File: config.mk
export PLATFORM = sky130hd
export DESIGN_NAME = pipelined_cpa_flat
export DESIGN_NICKNAME = d
export VERILOG_FILES = /design/src/rtl/pipelined_cpa_pkg.sv /design/src/rtl/pipelined_cpa_if.sv /design/src/rtl/pipelined_cpa_segment.sv /design/src/rtl/pipelined_cpa.sv /design/src/flat_wrapper.sv
export SDC_FILE = /design/constraint.sdc
export NUM_CORES = 1
export LEC_CHECK = 0
export CORE_MARGIN = 2
export CORE_UTILIZATION = 50
export CTS_CLUSTER_DIAMETER = 50
export CTS_CLUSTER_SIZE = 20
export DETAILED_ROUTE_END_ITERATION = 16
export GPL_TIMING_DRIVEN = 0
export PLACE_DENSITY_LB_ADDON = 0.2
export REMOVE_ABC_BUFFERS = 1
export SLEW_MARGIN = 30
export SYNTH_ARGS = -nofsm -noshare
export SYNTH_HDL_FRONTEND = slang
export SYNTH_HIERARCHICAL = 1
export SYNTH_SLANG_ARGS = --single-unit
File: constraint.sdc
create_clock -name clk -period 2.4 [get_ports clk]
set_input_delay 0.48 -clock clk [delete_from_list [all_inputs] [get_ports clk]]
set_output_delay 0.48 -clock clk [all_outputs]
set_load 0.02 [all_outputs]
File: src/rtl/pipelined_cpa_pkg.sv
// Shared constants for the FMA datapath: mantissa product widths and the CPA segmenting helper.
package fma_pkg;

    localparam int MANT_PROD_W_SP = 48;
    localparam int MANT_PROD_W_DP = 106;
    localparam int CPA_SEG_W      = 16;

    // Number of pipeline stages of the carry-propagate adder; width must divide evenly.
    function automatic int cpa_num_seg(input int width, input int seg_w);
        return width / seg_w;
    endfunction

endpackage

File: src/rtl/pipelined_cpa_if.sv
// Operand/result handshake bundle of the pipelined carry-propagate adder.
// res_zero exists only when CPA_ZERO_FLAG_EN is defined.
interface pipelined_cpa_if
    import fma_pkg::*;
#(
    parameter int WIDTH = MANT_PROD_W_SP
);

    logic             in_valid;
    logic             in_ready;
    logic [WIDTH-1:0] s_vec;
    logic [WIDTH-1:0] c_vec;
    logic             out_valid;
    logic             out_ready;
    logic [WIDTH:0]   result;
`ifdef CPA_ZERO_FLAG_EN
    logic             res_zero;
`endif

    modport master (
        output in_valid, s_vec, c_vec, out_ready,
`ifdef CPA_ZERO_FLAG_EN
        input  res_zero,
`endif
        input  in_ready, out_valid, result
    );

    modport slave (
        input  in_valid, s_vec, c_vec, out_ready,
`ifdef CPA_ZERO_FLAG_EN
        output res_zero,
`endif
        output in_ready, out_valid, result
    );

endinterface

File: src/rtl/pipelined_cpa_segment.sv
// One SEG_W-bit slice of the pipelined CPA: registered sum, carry-out, valid and
// (with CPA_ZERO_FLAG_EN) running zero flag, all frozen while stall is high.
module cpa_segment #(
    parameter int SEG_W = 16
) (
    input  logic             clk,
    input  logic             rst_n,
    input  logic             stall,
    input  logic [SEG_W-1:0] a,
    input  logic [SEG_W-1:0] b,
    input  logic             cin,
    input  logic             valid_in,
`ifdef CPA_ZERO_FLAG_EN
    input  logic             zero_in,
    output logic             zero_reg,
`endif
    output logic [SEG_W-1:0] sum_reg,
    output logic             cout_reg,
    output logic             valid_reg
);

    logic [SEG_W:0] sum_next;

    assign sum_next = {1'b0, a} + {1'b0, b} + {{SEG_W{1'b0}}, cin};

    always_ff @(posedge clk or negedge rst_n) begin
        if (!rst_n) begin
            sum_reg   <= '0;
            cout_reg  <= 1'b0;
            valid_reg <= 1'b0;
`ifdef CPA_ZERO_FLAG_EN
            zero_reg  <= 1'b0;
`endif
        end else if (!stall) begin
            sum_reg   <= sum_next[SEG_W-1:0];
            cout_reg  <= sum_next[SEG_W];
            valid_reg <= valid_in;
`ifdef CPA_ZERO_FLAG_EN
            // Zero-so-far across the segments resolved up to and including this one.
            zero_reg  <= zero_in & (sum_next[SEG_W-1:0] == '0);
`endif
        end
    end

endmodule

File: src/rtl/pipelined_cpa.sv
// Segmented, pipelined carry-propagate adder resolving compressor sum/carry vectors,
// one SEG_W slice per stage, global stall. Optional zero flag: CPA_ZERO_FLAG_EN.
module pipelined_cpa
    import fma_pkg::*;
#(
    parameter int WIDTH = MANT_PROD_W_SP,
    parameter int SEG_W = CPA_SEG_W
) (
    input  logic            clk,
    input  logic            rst_n,
    pipelined_cpa_if.slave  bus
);

    localparam int NUM_SEG = cpa_num_seg(WIDTH, SEG_W);

    logic stall;
    logic accept;

    logic [SEG_W-1:0] seg_sum   [NUM_SEG];
    logic             seg_cout  [NUM_SEG];
    logic             seg_valid [NUM_SEG];
`ifdef CPA_ZERO_FLAG_EN
    logic             seg_zero  [NUM_SEG];
`endif

    // Row = stage, column = segment. Skew rows carry not-yet-added upper segments,
    // lo_res rows carry already-resolved lower segments.
    logic [SEG_W-1:0] s_skew [NUM_SEG][NUM_SEG];
    logic [SEG_W-1:0] c_skew [NUM_SEG][NUM_SEG];
    logic [SEG_W-1:0] lo_res [NUM_SEG][NUM_SEG];

    logic [WIDTH:0]   result_w;

    assign stall        = seg_valid[NUM_SEG-1] & ~bus.out_ready;
    assign accept       = bus.in_valid & ~stall;
    assign bus.in_ready = ~stall;

    genvar gi;
    generate
        for (gi = 0; gi < NUM_SEG; gi++) begin : g_stage
            if (gi == 0) begin : g_first
                cpa_segment #(.SEG_W(SEG_W)) u_seg (
                    .clk       (clk),
                    .rst_n     (rst_n),
                    .stall     (stall),
                    .a         (bus.s_vec[SEG_W-1:0]),
                    .b         (bus.c_vec[SEG_W-1:0]),
                    .cin       (1'b0),
                    .valid_in  (accept),
`ifdef CPA_ZERO_FLAG_EN
                    .zero_in   (1'b1),
                    .zero_reg  (seg_zero[gi]),
`endif
                    .sum_reg   (seg_sum[gi]),
                    .cout_reg  (seg_cout[gi]),
                    .valid_reg (seg_valid[gi])
                );

                if (NUM_SEG > 1) begin : g_skew
                    always_ff @(posedge clk or negedge rst_n) begin
                        if (!rst_n) begin
                            for (int j = 1; j < NUM_SEG; j++) begin
                                s_skew[gi][j] <= '0;
                                c_skew[gi][j] <= '0;
                            end
                        end else if (!stall) begin
                            for (int j = 1; j < NUM_SEG; j++) begin
                                s_skew[gi][j] <= bus.s_vec[j*SEG_W +: SEG_W];
                                c_skew[gi][j] <= bus.c_vec[j*SEG_W +: SEG_W];
                            end
                        end
                    end
                end
            end else begin : g_rest
                cpa_segment #(.SEG_W(SEG_W)) u_seg (
                    .clk       (clk),
                    .rst_n     (rst_n),
                    .stall     (stall),
                    .a         (s_skew[gi-1][gi]),
                    .b         (c_skew[gi-1][gi]),
                    .cin       (seg_cout[gi-1]),
                    .valid_in  (seg_valid[gi-1]),
`ifdef CPA_ZERO_FLAG_EN
                    .zero_in   (seg_zero[gi-1]),
                    .zero_reg  (seg_zero[gi]),
`endif
                    .sum_reg   (seg_sum[gi]),
                    .cout_reg  (seg_cout[gi]),
                    .valid_reg (seg_valid[gi])
                );

                // Lower segments ride along unchanged; the newest one comes from the previous adder.
                always_ff @(posedge clk or negedge rst_n) begin
                    if (!rst_n) begin
                        for (int j = 0; j < gi; j++) begin
                            lo_res[gi][j] <= '0;
                        end
                    end else if (!stall) begin
                        for (int j = 0; j < gi; j++) begin
                            lo_res[gi][j] <= (j == gi - 1) ? seg_sum[gi-1] : lo_res[gi-1][j];
                        end
                    end
                end

                if (gi < NUM_SEG - 1) begin : g_skew
                    always_ff @(posedge clk or negedge rst_n) begin
                        if (!rst_n) begin
                            for (int j = gi + 1; j < NUM_SEG; j++) begin
                                s_skew[gi][j] <= '0;
                                c_skew[gi][j] <= '0;
                            end
                        end else if (!stall) begin
                            for (int j = gi + 1; j < NUM_SEG; j++) begin
                                s_skew[gi][j] <= s_skew[gi-1][j];
                                c_skew[gi][j] <= c_skew[gi-1][j];
                            end
                        end
                    end
                end
            end
        end
    endgenerate

    always_comb begin
        result_w = '0;
        for (int j = 0; j < NUM_SEG; j++) begin
            result_w[j*SEG_W +: SEG_W] = (j == NUM_SEG - 1) ? seg_sum[NUM_SEG-1]
                                                            : lo_res[NUM_SEG-1][j];
        end
        result_w[WIDTH] = seg_cout[NUM_SEG-1];
    end

    assign bus.result    = result_w;
    assign bus.out_valid = seg_valid[NUM_SEG-1];

`ifdef CPA_ZERO_FLAG_EN
    // The final carry-out is the MSB of the result, so it must also be clear.
    assign bus.res_zero = seg_zero[NUM_SEG-1] & ~seg_cout[NUM_SEG-1];
`endif

endmodule

File: src/flat_wrapper.sv
// flat-port wrapper written by rule: the top's interface ports become plain ports
module pipelined_cpa_flat import fma_pkg::*;
#(
    parameter int WIDTH = MANT_PROD_W_SP,
    parameter int SEG_W = CPA_SEG_W
)
  (clk, rst_n, bus_in_valid, bus_s_vec, bus_c_vec, bus_out_ready, bus_in_ready, bus_out_valid, bus_result);
  pipelined_cpa_if #(.WIDTH(WIDTH)) bus_i ();
  input  logic clk;
  input  logic rst_n;
  input wire logic [$bits(bus_i.in_valid)-1:0] bus_in_valid;
  input wire logic [$bits(bus_i.s_vec)-1:0] bus_s_vec;
  input wire logic [$bits(bus_i.c_vec)-1:0] bus_c_vec;
  input wire logic [$bits(bus_i.out_ready)-1:0] bus_out_ready;
  output wire logic [$bits(bus_i.in_ready)-1:0] bus_in_ready;
  output wire logic [$bits(bus_i.out_valid)-1:0] bus_out_valid;
  output wire logic [$bits(bus_i.result)-1:0] bus_result;
  assign bus_i.in_valid = bus_in_valid;
  assign bus_i.s_vec = bus_s_vec;
  assign bus_i.c_vec = bus_c_vec;
  assign bus_i.out_ready = bus_out_ready;
  assign bus_in_ready = bus_i.in_ready;
  assign bus_out_valid = bus_i.out_valid;
  assign bus_result = bus_i.result;
  pipelined_cpa #(.WIDTH(WIDTH), .SEG_W(SEG_W)) u_core (.clk(clk), .rst_n(rst_n), .bus(bus_i));
endmodule
==> impl_metrics.env <==
export IMPL_status="complete, but fails checks"
export IMPL_violations="negative setup slack"
export IMPL_drcViolationCount=0
export IMPL_use_met3_pct=5.49
export IMPL_drtAntennaViolNets=0
export IMPL_drt_pass1_iterations=5
export IMPL_worst_setup_path_start_kind="flop"
export IMPL_post_dp_hpwl_mm=13.6
export IMPL_rows=52
export IMPL_p_leak_nw=5.44
export IMPL_crit_buf_inv=0
export IMPL_wire_per_inst_um=17.0
export IMPL_syn_inst=847
export IMPL_cpLargestDelayFamily="adder cells"
export IMPL_die_h_um=149
export IMPL_powerDensity_nw_per_um2=1250
export IMPL_clkPwrFrac_pct=19.4
export IMPL_drt_iter0_markers=361
export IMPL_die_area_um2=22100
export IMPL_cp_slowest_stage_delay_ps=430
export IMPL_mappedNetlistArea_um2=10400
export IMPL_path_clk_slew_ps=70
export IMPL_slew_limit_headroom_pct=49.7
export IMPL_fmaxAchievable_ghz=0.413
export IMPL_swShare_pct=36.2
export IMPL_skew_ps=11.9
export IMPL_n_antenna_cell=0
export IMPL_synth_top_flop_cell="dfrtp_1"
export IMPL_synth_seq_area_share_pct=47.5
export IMPL_coreArea_um2=20400
export IMPL_slew_violations=0
export IMPL_placed_cell_area_um2=11800
export IMPL_vias=6960
export IMPL_synth_cell_type_count=75
export IMPL_end_kind="flop"
export IMPL_grt_max_degree=80
export IMPL_top_level_ports=151
export IMPL_antenna_found_initial=1
export IMPL_final_cell_area_um2=12800
export IMPL_tritoncts="yes"
export IMPL_finalHoldViolCount=0
export IMPL_synth_edf_count=0
export IMPL_timing_worst_setup_path_type="flop to flop"
export IMPL_crit_slowest_cell="fa_2"
export IMPL_rsz0062_at_grt="true"
export IMPL_timing_critical_path_mode_cell="fa_2"
export IMPL_period_needed_ps=2420
export IMPL_reg_top3="u_core/c_skew (48), u_core/s_skew (48)"
export IMPL_pwr_share_seq_pct=33.4
export IMPL_tightest_slew_ps=747
export IMPL_grt_pass1_vias=7038
export IMPL_clk_path_buf_depth=2
export IMPL_combPwrFrac_pct=47.2
export IMPL_setup_violations=4
export IMPL_path_max_fanout=2
export IMPL_finalPower_w=0.0161
export IMPL_wl_mm=21.2
export IMPL_cap_violations=0
export IMPL_cts_buffers=17
export IMPL_met2_usage_pct=31.0
export IMPL_start_util_pct=51.3
export IMPL_post_drt_via_cell_ratio=5.57
export IMPL_h_tree_depth=4
export IMPL_hp_class="flop to flop"
export IMPL_cp_arrival_ps=2730
export IMPL_worst_skew_pair_late_latency_ps=420
export IMPL_fin_crit_sh_pct=101
export IMPL_yosys_warnings=6
export IMPL_path_cells="fa_2 > fa_2 > a21oi_2 > o21a_1 > nor3_2 > or3_1 > a221o_1"
export IMPL_grt_most_used_layer="met2"
export IMPL_intPower_w=0.0103
export IMPL_portBuffers=150
export IMPL_ir_drop_mv=0.522
export IMPL_cp_required_ps=2710
export IMPL_grt_ovfl_total=0
export IMPL_ys_async_sr_fraction_pct=100
export IMPL_fin_ws_ps=-19.1
export IMPL_drive_gt1_share_pct=26.0
export IMPL_gp_congestion=0.813
export IMPL_cts_root_buffer="clkbuf_16"
export IMPL_p_sw_w=0.00582
export IMPL_die_w_um=149
export IMPL_setup_tns_ps=-54.4
export IMPL_syn2layout_area_growth_pct=23.0
export IMPL_grt_usage_pct=19.9
export IMPL_syn_area_per_cell_um2=12.3
export IMPL_use_met1_pct=27.6
export IMPL_synth_seq_cells=198
export IMPL_grt_pass1_wl_mm=35.2
export IMPL_clock_sink_count=198
export IMPL_final_nets=1117
worst paths after layout:
check | start | to | slack, ps | cells past startpoint
max in group asynchronous | rst_n | u_core/lo_res[90]$_DFFE_PN0N_ | 1070 | 3
hold / removal | u_core/g_stage[0].g_first.u_seg/sum_reg[7]$_DFFE_PN0N_ | u_core/g_stage[0].g_first.u_seg/sum_reg[7]$_DFFE_PN0N_ | 480 | 2
min in group asynchronous | rst_n | u_core/s_skew[125]$_DFFE_PN0N_ | 570 | 2
hold reg to reg | u_core/g_stage[0].g_first.u_seg/sum_reg[7]$_DFFE_PN0N_ | u_core/g_stage[0].g_first.u_seg/sum_reg[7]$_DFFE_PN0N_ | 480 | 2
setup reg to reg | u_core/g_stage[1].g_rest.u_seg/cout_reg$_DFFE_PN0N_ | u_core/g_stage[2].g_rest.u_seg/sum_reg[14]$_DFFE_PN0N_ | -20 | 7
setup / recovery | u_core/g_stage[1].g_rest.u_seg/cout_reg$_DFFE_PN0N_ | u_core/g_stage[2].g_rest.u_seg/sum_reg[14]$_DFFE_PN0N_ | -20 | 7
layer usage:
metal / up-vias / wire [um]
met3: 20 / 1160
li1: 3305 / -
met2: 160 / 9690
met5: - / 11
met4: 2 / 288
met1: 3473 / 10000
worst register-to-register path: stages (launching register included):
cell and delay [ps]:
dfrtp_1 410, fa_2 430, fa_2 390, a21oi_2 180, o21a_1 220, nor3_2 60, or3_1 310, a221o_1 310
power by group through the flow:
stage	registers, W	clock network [W]	logic (W)
after floorplan	0.00577	0	0.00447
after global placement	0.00541	0	0.00693
after detailed placement	0.00543	0	0.00703
after CTS	0.00540	0.00321	0.00738
after global routing	0.00556	0.00338	0.00827
final	0.00538	0.00312	0.00760
what timing repair did:
item,CTS,global route
gates cloned,4,0
endpoints found under the setup margin,131,18
pin swaps,19,15
hold buffers,1,0
gates resized for setup,17,22
endpoints found under the hold margin,54,0
setup buffers,10,3
synth_stat cells, drive strengths merged (6+ instances only):
cell type	instances	area, um^2
a2111oi	8	82.6
a211oi	9	67.6
a21o	13	128
a21oi	48	244
a31o	6	52.6
a31oi	9	56.3
and3	14	92.6
buf	55	474
clkbuf	15	61.3
dfrtp	198	4950
fa	6	120
ha	45	563
inv	20	80.1
mux2	154	1920
nand2	58	218
nand3	8	40.0
nand4	7	43.8
nor2	10	37.5
nor2b	7	43.8
nor3	9	45.0
o21a	6	45.0
o21ai	41	209
o21bai	7	52.6
o31ai	11	92.6
xnor2	7	61.3
xor2	11	96.3
through the flow:
step,setup slack [ps],std cells,util (%),hold slack [ps]
after detailed placement,-1410,1200,58.2,437
after global placement,-7410,1197,57.7,462
after CTS,-18.1,1247,62.6,490
after global routing,-147,1249,63.1,508
final,-19.1,1249,63.1,484
after floorplan,-1120,777,-,184
logic make-up after synthesis:
family	count (synthesis)	synth area share [%]
mux	159	18.8
buf+inv	90	5.90
xor+xnor	18	1.51
simple gates	142	7.13
compound gates	188	12.6
other cells	1	0.0359
flops	198	47.5
fa+ha+maj	51	6.54
cells in the final DEF (no fill, tap or decap), types with 7 or more instances in the layout:
cell and count:
a211oi_1 7, o31ai_1 8, ha_1 45, a21o_1 9, xor2_1 11, clkbuf_16 17
and3_1 13, a31oi_1 8, nor2_1 9, o21ai_0 32, xnor2_1 7, mux2_2 104
dfrtp_1 198, a21oi_1 46, nor2b_1 7, inv_1 18, nand4_1 7, nand2_1 58
nand3_1 7, clkdlybuf4s50_1 147, mux2_4 49, o21ai_1 8, buf_4 11
final cells by class:
cell class	count	area [um^2]
clock buffers	18	439
repair inverters	1	8.76
well taps	270	338
repair buffers	168	1750
clock inverters	14	214
fillers	1628	7520
flip-flops and latches	198	4950
multi-input cells	560	5050
inverters	20	91.3
Power figures use the tool's default switching activity.
